<file path="config.mk">
export PLATFORM = sky130hd
export DESIGN_NAME = uart_tx_fifo
export DESIGN_NICKNAME = d
export VERILOG_FILES = /design/src/rtl/uart_tx_fifo.sv
export SDC_FILE = /design/constraint.sdc
export NUM_CORES = 1
export LEC_CHECK = 0
export CORE_MARGIN = 2
export CORE_UTILIZATION = 43
export DETAILED_ROUTE_END_ITERATION = 8
export GPL_TIMING_DRIVEN = 0
export SLEW_MARGIN = 20
export SYNTH_ARGS = -nofsm -noshare
export SYNTH_HDL_FRONTEND = slang
export SYNTH_SLANG_ARGS = --single-unit
</file>
<file path="constraint.sdc">
create_clock -name i_clk -period 6.4 [get_ports i_clk]
set_clock_uncertainty 0.05 [all_clocks]
set_input_delay 1.28 -clock i_clk [delete_from_list [all_inputs] [get_ports i_clk]]
set_output_delay 1.28 -clock i_clk [all_outputs]
set_load 0.01 [all_outputs]
</file>
<file path="src/rtl/uart_tx_fifo.sv">
// 8N1 UART transmitter fed by a small FIFO; frames go out back-to-back while bytes are queued.
// Latency: push at edge N drives the start bit from edge N+1; each frame lasts 10*CLKS_PER_BIT clocks.
// Backpressure: o_full reports a full FIFO; a push while full is dropped and flagged on o_overflow.
module uart_tx_fifo #(
    parameter int CLKS_PER_BIT = 2604,
    parameter int DEPTH        = 4,
    parameter int DATA_BITS    = 8
) (
    input  logic                 i_clk,
    input  logic                 i_reset_n,
    input  logic [DATA_BITS-1:0] i_data,
    input  logic                 i_wr,
    output logic                 o_full,
    output logic                 o_empty,
    output logic                 o_busy,
    output logic                 o_overflow,
    output logic                 o_tx
);

    localparam int AW = $clog2(DEPTH);
    localparam int BW = $clog2(CLKS_PER_BIT);
    localparam int IW = $clog2(DATA_BITS);
    localparam logic [BW-1:0] BAUD_LAST = BW'(CLKS_PER_BIT - 1);
    localparam logic [IW-1:0] BIT_LAST  = IW'(DATA_BITS - 1);
    localparam logic [AW:0]   FULL_CNT  = (AW+1)'(DEPTH);

    typedef enum logic [1:0] {IDLE, START, DATA, STOP} state_e;

    state_e               state_q, state_d;
    logic [BW-1:0]        baud_q, baud_d;
    logic [IW-1:0]        bit_q, bit_d;
    logic [DATA_BITS-1:0] shift_q, shift_d;
    logic                 tx_q, tx_d;
    logic [AW-1:0]        wr_ptr_q, wr_ptr_d, rd_ptr_q, rd_ptr_d;
    logic [AW:0]          count_q, count_d;
    logic                 full_q, full_d, empty_q, empty_d, ovf_q, ovf_d;
    logic [DATA_BITS-1:0] mem_q [DEPTH];

    logic push, pop, baud_tc;

    assign push    = i_wr && !full_q;
    assign baud_tc = (baud_q == BAUD_LAST);

    // FSM next state; a byte leaves the FIFO only when a frame begins.
    always_comb begin
        state_d = state_q;
        baud_d  = baud_q;
        bit_d   = bit_q;
        shift_d = shift_q;
        pop     = 1'b0;
        unique case (state_q)
            IDLE: begin
                if (!empty_q) begin
                    pop     = 1'b1;
                    shift_d = mem_q[rd_ptr_q];
                    baud_d  = '0;
                    state_d = START;
                end
            end
            START: begin
                baud_d = baud_tc ? '0 : baud_q + BW'(1);
                if (baud_tc) begin
                    bit_d   = '0;
                    state_d = DATA;
                end
            end
            DATA: begin
                baud_d = baud_tc ? '0 : baud_q + BW'(1);
                if (baud_tc) begin
                    shift_d = shift_q >> 1;
                    bit_d   = bit_q + IW'(1);
                    if (bit_q == BIT_LAST) begin
                        state_d = STOP;
                    end
                end
            end
            STOP: begin
                baud_d = baud_tc ? '0 : baud_q + BW'(1);
                if (baud_tc) begin
                    if (!empty_q) begin
                        pop     = 1'b1;
                        shift_d = mem_q[rd_ptr_q];
                        baud_d  = '0;
                        state_d = START;
                    end else begin
                        state_d = IDLE;
                    end
                end
            end
            default: state_d = IDLE;
        endcase
    end

    // Line level follows the next state so o_tx stays aligned with state_q.
    always_comb begin
        tx_d = 1'b1;
        unique case (state_d)
            START:   tx_d = 1'b0;
            DATA:    tx_d = shift_d[0];
            default: tx_d = 1'b1;
        endcase
    end

    always_comb begin
        wr_ptr_d = push ? wr_ptr_q + AW'(1) : wr_ptr_q;
        rd_ptr_d = pop  ? rd_ptr_q + AW'(1) : rd_ptr_q;
        count_d  = count_q;
        if (push && !pop) begin
            count_d = count_q + (AW+1)'(1);
        end else if (pop && !push) begin
            count_d = count_q - (AW+1)'(1);
        end
        full_d  = (count_d == FULL_CNT);
        empty_d = (count_d == '0);
        ovf_d   = i_wr && full_q;
    end

    always_ff @(posedge i_clk or negedge i_reset_n) begin
        if (!i_reset_n) begin
            state_q  <= IDLE;
            baud_q   <= '0;
            bit_q    <= '0;
            shift_q  <= '0;
            tx_q     <= 1'b1;
            wr_ptr_q <= '0;
            rd_ptr_q <= '0;
            count_q  <= '0;
            full_q   <= 1'b0;
            empty_q  <= 1'b1;
            ovf_q    <= 1'b0;
        end else begin
            state_q  <= state_d;
            baud_q   <= baud_d;
            bit_q    <= bit_d;
            shift_q  <= shift_d;
            tx_q     <= tx_d;
            wr_ptr_q <= wr_ptr_d;
            rd_ptr_q <= rd_ptr_d;
            count_q  <= count_d;
            full_q   <= full_d;
            empty_q  <= empty_d;
            ovf_q    <= ovf_d;
        end
    end

    // Storage needs no reset: the pointers decide what is valid.
    always_ff @(posedge i_clk) begin
        if (push) begin
            mem_q[wr_ptr_q] <= i_data;
        end
    end

    assign o_full     = full_q;
    assign o_empty    = empty_q;
    assign o_busy     = (state_q != IDLE);
    assign o_overflow = ovf_q;
    assign o_tx       = tx_q;

endmodule

</file>
==> flow_summary.json <==
{
  "place.detailed.instances": 397,
  "die_width_um": 92.5,
  "hold_path.class": "reg -> reg",
  "timing.critical_path.slowest_stage_cell": "clkdlybuf4s50_1",
  "syn_avg_cell_area_um2": 12.1,
  "core_region_area_um2": 7650,
  "number_of_filler_instances_in_the_final_layout": 703,
  "grt_remaining_overflow": 0,
  "dp_hpwl_um": 4290,
  "final_antenna_net_count": 0,
  "rsz0062_at_grt": "no",
  "ys_warn_count": 0,
  "drt_first_iter_violations": 117,
  "cts_made_buffers": 9,
  "grt_pass1_vias": 2204,
  "maximum_clock_frequency_mhz": 305,
  "cap_violations": 0,
  "post_cts_resized": 0,
  "status": "finished clean",
  "maximum_number_of_pins_on_one_net_before_global_route_repair": 32,
  "drcViolationCount": 0,
  "gp_congestion": 0.739,
  "groute.layer.met3.usage_pct": 5.21,
  "cts.hold.buffers_added": 0,
  "portion_of_the_post_synthesis_area_used_by_sequential_elements_pct": 55.4,
  "report.final.hold_viol_count": 0,
  "power_leakage_nw": 1.52,
  "irDropWorstVdd_uv": 199,
  "top_post_synthesis_cells_by_area": "edfxtp_1 (29%), dfrtp_1 (25%), mux4_2 (5.4%), ha_1 (5.2%), nand2_1 (5.0%)",
  "share_of_flip_flops_with_an_asynchronous_set_or_reset_after_synthesis_pct": 52.9,
  "grtUsageMet2_pct": 25.8,
  "cts_max_path_buffers": 2,
  "final-seq-area_um2": 1860,
  "timing.critical_path.from_type": "flop",
  "drv_slew": 0,
  "cts_tree": "yes",
  "critPathMaxFanout": 7,
  "viasPerCell": 5.44,
  "globalRouteMet1Util_pct": 22.4,
  "synth_area_leader_cell": "edfxtp_1",
  "grt_usage_pct": 16.6,
  "grt_pass1_wl_um": 10900,
  "multiInputGateArea_um2": 1400,
  "clock_sinks": 68,
  "initial_core_utilization_pct": 44.0,
  "totalWireLength_um": 6430,
  "worst_slew_margin_rel_pct": 56.3,
  "setup_tns_ns": 0,
  "timing.critical_path.arrival_ns": 1.95,
  "syn-num-nets": 304,
  "postCtsSetupRepairBufs": 0,
  "area_growth_syn_to_layout_pct": 14.6,
  "vias": 2248,
  "wl_per_cell_um": 15.6,
  "ctsHtreeMaxLevel": 3,
  "clk-insertion-delay-late_ns": 0.34,
  "die_area_um2": 8550,
  "ys_types": 52,
  "drt_pre_antenna_iters": 4,
  "synth-edff-count": 32,
  "cp_cell_sequence": "inv_1 > ha_1 > inv_1 > clkdlybuf4s50_1",
  "timing.critical_path.to_type": "primary output",
  "finalSetupViolations": 0,
  "synth_cells": 279,
  "proportion_of_layout_cells_with_a_drive_suffix_above_1_pct": 14.1,
  "flops_latches_synth": 68,
  "crit_path_max_incr_delay_ns": 0.54,
  "io-pin-count": 16,
  "insertedDiodeCount": 0,
  "clk_pin_slew_ns": 0.07,
  "global_route.peak_usage_layer": "met2",
  "worstMarginPinSlew_ns": 0.651,
  "fin_crit_sh_pct": 51.3,
  "timing.setup.critical_path_class": "reg -> out",
  "power.density_cell_area_nw_per_um2": 398,
  "path_common_cell": "inv_1",
  "post-synth-top-area-fraction_pct": 28.5,
  "num-nets-final": 331,
  "io_buffer_count": 15,
  "num_rows": 32,
  "top_ff_cell_synth": "dfrtp_1",
  "fin_cells": 413,
  "antenna_found_initial": 0,
  "die_height_um": 92.5,
  "fin_crit_ns": 3.28,
  "critical_path_required_ns": 5.07,
  "cts.root.buffer_cell": "clkbuf_8",
  "synth_area_um2": 3370
}
==> metrics by stage <==
stage          hold WS (ns)  total power, mW  utilization, %  setup WS [ns]  area, um2
2_1_floorplan         0.414             1.04               -           4.05       3370
3_3_place_gp          0.437             1.18            47.7           3.09       3640
3_5_place_dp          0.442             1.19            47.9           3.43       3660
4_1_cts               0.462             1.55            50.5           3.10       3860
5_1_grt               0.475             1.65            50.5           3.00       3860
6_report              0.462             1.54            50.5           3.12       3860
==> report_power, final <==
group	total (mW)	switching (mW)	internal [mW]	leakage [nW]
logic	0.556	0.316	0.240	0.662
clock network	0.355	0.173	0.182	0.0974
registers	0.624	0.0590	0.565	0.765
total	1.54	0.548	0.987	1.52
==> path summary, 6_finish.rpt <==
path	startpoint	end	slack, ns	depth (start not counted)
worst max-delay path	state_q[1]$_DFF_PN0_	o_busy	3.12	4
worst min-delay path	bit_q[1]$_DFFE_PN0P_	bit_q[1]$_DFFE_PN0P_	0.46	1
worst max register to register	state_q[1]$_DFF_PN0_	o_full$_DFF_PN0_	4.08	7
worst min register to register	bit_q[1]$_DFFE_PN0P_	bit_q[1]$_DFFE_PN0P_	0.46	1
max in group asynchronous	i_reset_n	o_empty$_DFF_PN1_	5.11	2
min in group asynchronous	i_reset_n	shift_q[5]$_DFFE_PN0P_	0.71	1
==> critical path, delay by kind of cell (launching register included) <==
kind       cells  cell delay [ns]
flops          1             0.48
buf+inv        3             0.82
fa+ha+maj      1             0.31
==> cell type report <==
class	instances	share of cell area (%)
clock buffers	9	3.21
clock inverters	7	1.98
flip-flops and latches	68	48.3
repair buffers	16	4.28
well taps	102	3.31
plain buffers	11	1.59
multi-input cells	190	36.4
inverters	10	0.972
==> state kept, by name, indices dropped and copies added (netlist names) <==
name	count
count_q	3
o_empty	1
state_q	2
mem_q	32
o_tx	1
o_full	1
o_overflow	1
wr_ptr_q	2
bit_q	3
shift_q	8
rd_ptr_q	2
baud_q	12
==> synthesized netlist by cell type, types with 5 or more instances <==
| cell type | instances |
|---|---|
| dfrtp_1 | 34 |
| nor3_1 | 5 |
| o21ai_1 | 13 |
| a22oi_1 | 7 |
| and2_1 | 7 |
| edfxtp_1 | 32 |
| mux4_2 | 8 |
| nand2_1 | 45 |
| nand4_1 | 5 |
| nor2_1 | 9 |
| inv_1 | 9 |
| o31ai_1 | 6 |
| clkbuf_1 | 5 |
| ha_1 | 14 |
| o21ai_0 | 10 |
==> placed cells by master (no fill, tap or decap), types with 5 or more instances in the layout <==
cell	instances
nand2_1	45
dfrtp_1	34
edfxtp_1	32
ha_1	14
clkdlybuf4s50_1	14
o21ai_1	13
o21ai_0	10
inv_1	9
nor2_1	9
clkbuf_8	9
mux4_2	8
a22oi_1	7
and2_1	7
o31ai_1	6
clkbuf_1	5
buf_2	5
nand4_1	5
nor3_1	5
==> cell families after synthesis <==
| logic type | Yosys count | synth area share [%] |
|---|---|---|
| simple gates | 95 | 15.2 |
| xor+xnor | 6 | 1.56 |
| mux | 11 | 6.28 |
| buf+inv | 21 | 2.94 |
| flops | 68 | 55.4 |
| fa+ha+maj | 15 | 5.50 |
| compound gates | 63 | 13.1 |
==> per-layer routing <==
layer,wire [um],up-vias
li1,-,1103
met1,3010,1104
met2,3120,39
met3,247,2
met4,40,0
met5,0,-
Note: power is estimated with default switching activity, not from simulation.
